==> src/rtl/rv32_exec_alu_if.sv <==
`default_nettype none
// ============================================================================
// Module      : rv32_exec_alu_if
// Description : Operand/result bundle between the RV32I decoder and the
//               execute ALU.
//   pc         - PC of the instruction being executed
//   rrs1/rrs2  - register operands
//   imm        - sign-extended immediate
//   instr_type - instruction class code
//   funct3     - instr[14:12]
//   funct7     - instr[31:25]
//   w_res      - registered ALU result
//   master     : decoder side (drives operands, receives w_res)
//   slave      : ALU side (receives operands, drives w_res)
// Revision    : 1.0 - initial release
// ============================================================================
interface rv32_exec_alu_if;
    logic [31:0] pc;
    logic [31:0] rrs1;
    logic [31:0] rrs2;
    logic [31:0] imm;
    logic [4:0]  instr_type;
    logic [2:0]  funct3;
    logic [6:0]  funct7;
    logic [31:0] w_res;

    modport master (
        output pc, rrs1, rrs2, imm, instr_type, funct3, funct7,
        input  w_res
    );

    modport slave (
        input  pc, rrs1, rrs2, imm, instr_type, funct3, funct7,
        output w_res
    );
endinterface
`default_nettype wire

==> src/rtl/rv32_exec_alu.sv <==
`default_nettype none
// ============================================================================
// Module      : rv32_exec_alu
// Description : Integer execute unit of the single-cycle RV32I core. Produces
//               one registered 32-bit result per cycle (writeback data,
//               memory address or branch-taken flag), one cycle of latency.
//   CLK   - system clock, rising edge
//   RST_X - synchronous reset, active HIGH; loads RESET_VAL into w_res
//   bus   - rv32_exec_alu_if.slave (operands in, w_res out)
// Optional : define RV32M_MUL_EN to enable the RV32M multiply group
//            (MUL/MULH/MULHSU/MULHU); otherwise OP with funct7=0000001
//            returns 0 and no multiplier is built.
// Revision    : 1.0 - initial release
// ============================================================================
module rv32_exec_alu #(
    parameter logic [31:0] RESET_VAL = 32'h0000_0000
) (
    input  logic            CLK,
    input  logic            RST_X,
    rv32_exec_alu_if.slave  bus
);

    localparam logic [4:0] c_OP     = 5'd0;
    localparam logic [4:0] c_OP_IMM = 5'd1;
    localparam logic [4:0] c_LUI    = 5'd2;
    localparam logic [4:0] c_AUIPC  = 5'd3;
    localparam logic [4:0] c_JAL    = 5'd4;
    localparam logic [4:0] c_JALR   = 5'd5;
    localparam logic [4:0] c_BRANCH = 5'd6;
    localparam logic [4:0] c_LOAD   = 5'd7;
    localparam logic [4:0] c_STORE  = 5'd8;

    logic [31:0] w_a;
    logic [31:0] w_b;
    logic [4:0]  w_shamt;
    logic        w_is_op;
    logic        w_is_m;
    logic        w_lt;
    logic        w_ltu;
    logic        w_eq;
    logic [31:0] w_alu;
    logic        w_taken;
    logic [31:0] w_mul;
    logic [31:0] w_next;
    logic [31:0] r_res;
    logic        w_unused_funct7;

    assign w_is_op = (bus.instr_type == c_OP);
    // Branches compare rs1 against rs2, as OP does; only OP_IMM uses imm.
    assign w_a     = bus.rrs1;
    assign w_b     = (w_is_op || bus.instr_type == c_BRANCH) ? bus.rrs2 : bus.imm;
    assign w_shamt = w_b[4:0];
    assign w_is_m  = w_is_op && bus.funct7[0];

    assign w_lt  = $signed(w_a) < $signed(w_b);
    assign w_ltu = w_a < w_b;
    assign w_eq  = w_a == w_b;

    // Only funct7[5] (sub/arith-shift) and funct7[0] (M group) are decoded.
    assign w_unused_funct7 = ^{bus.funct7[6], bus.funct7[4:1]};

    always_comb begin
        w_alu = '0;
        case (bus.funct3)
            3'b000:  w_alu = (w_is_op && bus.funct7[5]) ? (w_a - w_b) : (w_a + w_b);
            3'b001:  w_alu = w_a << w_shamt;
            3'b010:  w_alu = {31'd0, w_lt};
            3'b011:  w_alu = {31'd0, w_ltu};
            3'b100:  w_alu = w_a ^ w_b;
            3'b101:  w_alu = bus.funct7[5] ? $unsigned($signed(w_a) >>> w_shamt)
                                           : (w_a >> w_shamt);
            3'b110:  w_alu = w_a | w_b;
            default: w_alu = w_a & w_b;
        endcase
    end

    always_comb begin
        w_taken = 1'b0;
        case (bus.funct3)
            3'b000:  w_taken = w_eq;
            3'b001:  w_taken = ~w_eq;
            3'b100:  w_taken = w_lt;
            3'b101:  w_taken = ~w_lt;
            3'b110:  w_taken = w_ltu;
            3'b111:  w_taken = ~w_ltu;
            default: w_taken = 1'b0;
        endcase
    end

`ifdef RV32M_MUL_EN
    // One shared 33x33 signed multiplier: each operand gets a sign bit only
    // when the selected variant treats it as signed, then both are extended
    // to 64 bits so a plain 64-bit product yields the exact result.
    logic        w_a_sgn;
    logic        w_b_sgn;
    logic [63:0] w_mul_a;
    logic [63:0] w_mul_b;
    logic [63:0] w_mul_p;

    assign w_a_sgn = (bus.funct3[1:0] == 2'b01) || (bus.funct3[1:0] == 2'b10);
    assign w_b_sgn = (bus.funct3[1:0] == 2'b01);
    assign w_mul_a = {{32{w_a_sgn & w_a[31]}}, w_a};
    assign w_mul_b = {{32{w_b_sgn & w_b[31]}}, w_b};
    assign w_mul_p = w_mul_a * w_mul_b;

    always_comb begin
        w_mul = '0;
        if (!bus.funct3[2]) begin
            w_mul = (bus.funct3[1:0] == 2'b00) ? w_mul_p[31:0] : w_mul_p[63:32];
        end
    end
`else
    assign w_mul = '0;
`endif

    always_comb begin
        w_next = '0;
        case (bus.instr_type)
            c_OP, c_OP_IMM: w_next = w_is_m ? w_mul : w_alu;
            c_LUI:          w_next = bus.imm;
            c_AUIPC:        w_next = bus.pc + bus.imm;
            c_JAL, c_JALR:  w_next = bus.pc + 32'd4;
            c_BRANCH:       w_next = {31'd0, w_taken};
            c_LOAD, c_STORE: w_next = bus.rrs1 + bus.imm;
            default:        w_next = '0;
        endcase
    end

    always_ff @(posedge CLK) begin
        if (RST_X) begin
            r_res <= RESET_VAL;
        end else begin
            r_res <= w_next;
        end
    end

    assign bus.w_res = r_res;

endmodule
`default_nettype wire

==> src/flat_wrapper.sv <==
// flat-port wrapper written by rule: the top's interface ports become plain ports
module rv32_exec_alu_flat 
#(
    parameter logic [31:0] RESET_VAL = 32'h0000_0000
)
  (CLK, RST_X, bus_pc, bus_rrs1, bus_rrs2, bus_imm, bus_instr_type, bus_funct3, bus_funct7, bus_w_res);
  rv32_exec_alu_if bus_i ();
  input  logic CLK;
  input  logic RST_X;
  input wire logic [$bits(bus_i.pc)-1:0] bus_pc;
  input wire logic [$bits(bus_i.rrs1)-1:0] bus_rrs1;
  input wire logic [$bits(bus_i.rrs2)-1:0] bus_rrs2;
  input wire logic [$bits(bus_i.imm)-1:0] bus_imm;
  input wire logic [$bits(bus_i.instr_type)-1:0] bus_instr_type;
  input wire logic [$bits(bus_i.funct3)-1:0] bus_funct3;
  input wire logic [$bits(bus_i.funct7)-1:0] bus_funct7;
  output wire logic [$bits(bus_i.w_res)-1:0] bus_w_res;
  assign bus_i.pc = bus_pc;
  assign bus_i.rrs1 = bus_rrs1;
  assign bus_i.rrs2 = bus_rrs2;
  assign bus_i.imm = bus_imm;
  assign bus_i.instr_type = bus_instr_type;
  assign bus_i.funct3 = bus_funct3;
  assign bus_i.funct7 = bus_funct7;
  assign bus_w_res = bus_i.w_res;
  rv32_exec_alu #(.RESET_VAL(RESET_VAL)) u_core (.CLK(CLK), .RST_X(RST_X), .bus(bus_i));
endmodule
==> config.mk <==
export PLATFORM = sky130hd
export DESIGN_NAME = rv32_exec_alu_flat
export DESIGN_NICKNAME = d
export VERILOG_FILES = /design/src/rtl/rv32_exec_alu_if.sv /design/src/rtl/rv32_exec_alu.sv /design/src/flat_wrapper.sv
export SDC_FILE = /design/constraint.sdc
export NUM_CORES = 1
export LEC_CHECK = 0
export CORE_MARGIN = 5
export CORE_UTILIZATION = 42
export DETAILED_ROUTE_END_ITERATION = 8
export PLACE_DENSITY_LB_ADDON = 0.1
export REMOVE_ABC_BUFFERS = 1
export SETUP_SLACK_MARGIN = 0.2
export SKIP_LAST_GASP = 1
export SLEW_MARGIN = 15
export SYNTH_ARGS = -nofsm -noshare
export SYNTH_HDL_FRONTEND = slang
export SYNTH_SLANG_ARGS = --single-unit
==> constraint.sdc <==
create_clock -name CLK -period 5.5 [get_ports CLK]
set_input_delay 0.825 -clock CLK [delete_from_list [all_inputs] [get_ports CLK]]
set_output_delay 0.825 -clock CLK [all_outputs]
set_load 0.05 [all_outputs]
== Word level (Yosys, flattened, before mapping) ==
Cells that the tools add are included.
Cells by class
  $add $sub $neg: 5
  multiply operators: 0
  div/mod/pow operators: 0
  $lt $le $gt $ge: 2
  equality and inequality tests: 16
  shift-type cells: 3
  multiplexer cells: 7
  bitwise operators: 6
  reduce and logical (&&, ||, !) cells: 8
Operator list (count)
  $pmux W32 S7: 1
  $pmux W32 S6: 1
  $mux W32: 4
  $add A32 B32 Y32: 3
  $lt A32 B32 Y1: 2
  $add A32 B3 Y32 const B: 1
  $and A32 B32 Y32: 1
  $eq A32 B32 Y1: 1
  $or A32 B32 Y32: 1
  $shl A32 B5 Y32: 1
  $shr A32 B5 Y32: 1
  $sshr A32 B5 Y32: 1
  $sub A32 B32 Y32: 1
  $xor A32 B32 Y32: 1
  $eq A5 B3 Y1 const B: 4
  $eq A3 B3 Y1 const B: 4
  $eq A5 B2 Y1 const B: 2
  $eq A3 B2 Y1 const B: 2
  $pmux W1 S6: 1
  $reduce_or A2 Y1: 3
  $eq A5 B1 Y1 const B: 1
  $eq A5 B4 Y1 const B: 1
  $logic_not A5 Y1: 1
  $eq A3 B1 Y1 const B: 1
  4 further kinds: 7
Storage, ports and cells
  register bits: 32
  latch bits: 0
  memory bits (writable): 0
  ROM bits: 0
  input bits: 145
  output and inout bits: 32
  word-level logic and storage cells: 48
  memories kept: 0

== Depth between registers and ports, before layout ==
  depth in word-level cells: 8
  gate-level depth with buffers: 22
  mapped depth without buffers: 18

== Worst setup path before layout ==
Ideal clock, no wire load.
  path kind: input-to-reg
  from: input bus_instr_type[4]
  to: register u_core.r_res[24], in the netlist u_core.bus.w_res[24]
  library setup time: 0.133 ns
  data arrival time: 5.002 ns
  data required time: 5.367 ns
  slack: 0.365 ns
  stages: 20
  buffers on the path: 4
  cell sequence: buf_2 > or3_4 > o21ai_1 > nand2_1 > buf_2 > clkbuf_1 > buf_2 > ha_1 > fa_1 > a211oi_1 > o21bai_1 > a32o_1 > a21o_1 > a221oi_1 > o21ai_0 > a21o_1 > a41oi_1 > a211o_1 > xnor2_1 > o211ai_1
On the way
  word-level cells in the longest chain between the ends: 8
  elaborated cells between the ends (all ways): 29
  those cells by class: add/sub: 2; eq/ne: 8; shift: 3; mux: 6; bitwise: 3; reduce/logical: 7
Ends and longest elaborated chain
  start: declaration: line flat_wrapper.sv:14  | input wire logic [$bits(bus_i.instr_type)-1:0] bus_instr_type;
  $eq A5 B3 Y1 or $logic_not A5 Y1 (tied branches): line rv32_exec_alu.sv:51, rv32_exec_alu.sv:118, rv32_exec_alu.sv:48
  $logic_or A1 B1 Y1: line rv32_exec_alu.sv:51  | assign w_b = (w_is_op || bus.instr_type == c_BRANCH) ? bus.rrs2 : bus.imm;
  $mux W32: line rv32_exec_alu.sv:51
  $add A32 B32 Y32 (tied with other cells): line rv32_exec_alu.sv:65  | 3'b000: w_alu = (w_is_op && bus.funct7[5]) ? (w_a - w_b) : (w_a + w_b);
  $mux W32, on equally long branches: line rv32_exec_alu.sv:65, rv32_exec_alu.sv:70
  $pmux W32 S7: line rv32_exec_alu.sv:64  | case (bus.funct3)
  $mux W32: line rv32_exec_alu.sv:119  | c_OP, c_OP_IMM: w_next = w_is_m ? w_mul : w_alu;
  $pmux W32 S6 (*): line rv32_exec_alu.sv:118  | case (bus.instr_type)
  end signal: assignment: line rv32_exec_alu.sv:133  | r_res <= w_next;
  end: declaration: line rv32_exec_alu.sv:45  | logic [31:0] r_res;
Every way passes the cells marked *; elsewhere a longest branch is shown, timed or not.
A chain may end at the register's enable or synchronous reset.

== Worst setup path in the final report ==
  from: input bus_instr_type[3]
  to: register u_core.r_res[31], in the netlist u_core.bus.w_res[31]
Same word-level chain as after synthesis.

==> summary by stage <==
Status
The run finished with clean final reports.

Routing
The final route contains 17280 vias. The first-pass iteration count of the detailed router is 9. After detailed routing, the number of remaining DRC violations is 0. The detailed router finished its first iteration with 2490 violations. The via count normalized by instance count is 6.717.

The overall routed net length is 71510 µm. The count of nets left with antenna violations once routing finished came out at 0. After detailed routing, the average wire length per cell comes to 27.79 µm.

Finish
The register with the most flip-flops in the layout has 32 of them. The net count of the finished layout is 2440. From synthesis to final layout, the design area changed by 26.79%. The area occupied by multi-input gates is 11930 µm².

Summing all non-filler instances in the final layout gives an area of 17130 µm². The repair_antennas step left the layout with diodes totalling 0. Fill cells in the final layout number 3133.

The fraction of final layout cells with drive strength greater than 1 is 17.87%. The footprint of the flip-flops and latches is 640.6 µm².

Logic synthesis
Each instance of the synthesized netlist takes up on average 7.099 µm². Synthesis handed over a netlist of 1903 instances. Sequential cells were found to cover 4.742% of the synthesized design area. During synthesis, Yosys emitted a total of 0 warnings. The number of synthesized flops with an enable pin is 0. The mapped netlist covers 13510 µm². The fraction of registers with async set or reset after synthesis is 0%.

The most used flip-flop cell after synthesis is sky130_fd_sc_hd__dfxtp_1. The register bit count reported by yosys is 32. Summed over its instances, the top area cell type makes up 11.39% of the synthesized netlist area.

Yosys mapped the design onto 96 distinct sky130hd cell types. The cell taking the most area after synthesis is sky130_fd_sc_hd__ha_1. Sorting the synthesized cells by area gives the leading types as sky130_fd_sc_hd__ha_1 (11%), sky130_fd_sc_hd__mux4_2 (7.0%), sky130_fd_sc_hd__a21oi_1 (5.7%), sky130_fd_sc_hd__mux2i_1 (5.7%), sky130_fd_sc_hd__o21ai_0 (5.3%).

Global routing
The pin count of the biggest net entering global routing is 64. The number of global-route vias before repair is 16230. The number of antenna violations at the first check in global routing is 2. The peak-usage layer in the global routing report is met2. The global-route track usage on met3 is 8.426%. The overall global routing resource usage is 38.21%. Summed over all layers, the global routing overflow is 0. The first global-routing pass estimated 104300 µm of wire. The met1 usage is 53.14%.

Global routing consumed, on the met2 layer, 57.04% of the routing resources.

Power
The clock power share is 13.4%. The fraction of power consumed by sequential logic is 9.4%. The share of total power dissipated in combinational logic is 77.2%. The worst-case IR drop observed on VDD is 139.6 µV. The cell area power density is 147.4 nW/µm².

The static leakage is 7.146 nW. Summed over all nets, the switching power comes to 0.001293 W. The fraction of power spent switching nets is 51.20%. The design internal power is 0.001232 W.

Timing
At the pin with the least slew margin, the transition time is 1132 ps. Setup repair after global routing could not meet its margin everywhere. The hold violation total from the final report is 0. After layout, the worst setup slack is 308.4 ps. Derived from the worst setup path, the maximum achievable clock frequency is 192.6 MHz. The minimum period implied by the final worst setup slack is 5192 ps. The ratio of final minimum period to clock period is 94.39%. The setup violation total in the final timing report is 0.

In this run the tightest slew margin relative to its limit is 24.24%. The max-slew violation count is 0.

Clock network
No sink is reached through more buffers than the 2 on the longest clock path. The count of clock tree sinks is 32. The clock tree from TritonCTS is done. The total clock buffers created by CTS is 5.

The count of H-tree levels built during CTS is 2. The clock-pin slew on the worst setup and hold paths is 70 ps. The root cell of the clock tree is sky130_fd_sc_hd__clkbuf_16.

Floorplan
The number of top-level design ports is 177. The placeable core region is 31640 µm². The count of standard-cell rows is 65. The effective utilization at floorplan is 42.70%.

In this run the horizontal extent of the chip is 189.3 µm. The y dimension of the die is 189.3 µm. The area enclosed by the die boundary is 35850 µm².

Critical path
The arrival time at the worst endpoint is 5390 ps. The data required time of the worst path is 5700 ps. The largest single stage delay on the critical path is 500 ps. The critical path is of the input port to register type. STA classifies the critical path startpoint as an input port. Along the worst path, the maximum fanout reaches 10.

The slowest library cell on the worst path is sky130_fd_sc_hd__clkdlybuf4s50_1. STA classifies the critical path endpoint as a register. Walking the worst path, the cells encountered are clkdlybuf4s50_1 -> or3_4 -> nor2_4 -> buf_4 -> mux2_2 -> inv_1 -> ha_1 -> buf_4 -> o21ai_0 -> o22ai_1 -> nor2_1 -> o311a_1 -> a31oi_2 -> a21oi_2 -> o31ai_1 -> nand2_1 -> o31ai_1 -> xnor2_1 -> o22ai_1.

Place
The congestion estimate from routability-driven global placement came to 1.022. Before CTS, the worst setup slack after placement is -123.5 ps. In this run the cell area measured after placement is 16870 µm². The total of buffers placed on input and output ports is 171. The HPWL after detailed placement is 56070 µm.

Hold path
The path class of the tightest hold or removal check is input port to register.

Job
Max-cap violations in this run came to 0.
## synth_stat cells, drive strengths merged, types with 16 or more instances
cell	n
dfxtp	32
a211oi	39
nor3	45
ha	123
clkbuf	98
a21oi	156
o21ai	170
and3	17
buf	42
a221oi	18
nand4	18
mux2i	78
nor2b	24
nand2	164
a31oi	23
nand2b	16
o21bai	16
nand3	65
nor2	146
inv	115
xnor2	69
a21o	37
mux4	42
mux2	61
xor2	27
o211ai	23
a222oi	21
a22oi	18
o22ai	30
## metal layers
layer,up-vias,share of wire [%],routed length [µm]
li1,7689,-,-
met1,8217,41,29200
met2,1209,42,30260
met3,164,12,8561
met4,4,4.8,3464
met5,-,0.032,23
## path summary, 6_finish.rpt
check                          from                    to  slack (ps)  cells after the start
hold / removal          bus_imm[16]  u_core.bus.w_res[16]        1250                      3
setup / recovery  bus_instr_type[3]  u_core.bus.w_res[31]         310                     19
## layout make-up
class,count,area share [%]
Tap cell,402,2.937
Clock buffer,8,0.8547
Inverter,116,2.571
Timing Repair Buffer,400,20.24
Multi-Input combinational cell,1615,69.65
Sequential cell,32,3.740
## worst max-delay path: cells and delay by family
kind            cells  cell delay, ps
xor+xnor            1             160
fa+ha+maj           1             140
compound gates      8            2020
mux                 1             340
buf+inv             4             930
simple gates        4             960
## per-stage QoR
stage               total power, W  utilization [%]  hold WS (ps)  setup TNS [ps]  instances
floorplan                 0.001309                -         988.9          -44350       1763
global placement          0.002099            53.34          1629          -221.0       2562
detailed placement        0.002104            53.34          1611          -203.9       2562
CTS                       0.002454            53.81          1256               0       2570
global route              0.002643            54.14          1276               0       2573
finish                    0.002525            54.14          1252               0       2573
## power by group through the flow
stage,logic (W),clock network (W),registers [W]
after floorplan,0.00105,0,0.000255
after global placement,0.00186,0,0.000242
after detailed placement,0.00186,0,0.000242
after CTS,0.00187,0.000343,0.000236
after global routing,0.00206,0.000348,0.000237
final,0.00195,0.000339,0.000236
## cell usage in the layout, fill, tap and decap left out, types with 69 or more instances in the layout
cell type,Yosys,layout
sky130_fd_sc_hd__mux2i_1,77,76
sky130_fd_sc_hd__ha_1,123,123
sky130_fd_sc_hd__o21ai_0,142,141
sky130_fd_sc_hd__nor2_1,145,144
sky130_fd_sc_hd__a21oi_1,155,151
sky130_fd_sc_hd__buf_4,6,225
sky130_fd_sc_hd__nand2_1,164,163
sky130_fd_sc_hd__xnor2_1,69,69
sky130_fd_sc_hd__clkdlybuf4s50_1,0,171
sky130_fd_sc_hd__inv_1,110,110
## kinds of logic (layout without fill, tap and decap cells)
family | Yosys count | in the layout | share of synthesized area, %
AO/OA/AOI/OAI | 669 | 669 | 32.70
AND/OR/NAND/NOR | 544 | 544 | 18.83
buffers and inverters | 256 | 524 | 7.863
multiplexers | 181 | 181 | 17.89
adder cells (fa/ha/maj) | 125 | 125 | 11.69
XOR/XNOR | 96 | 96 | 6.280
flip-flops | 32 | 32 | 4.742
## repair_timing
item / 4_1_cts / 5_1_grt
endpoints found under the setup margin: 1 / 14
pin swaps: 0 / 3
hold buffers: 0 / 0
gates resized for setup: 1 / 16
buffers inserted: 0 / 3
(Power assumes the default switching activity.)
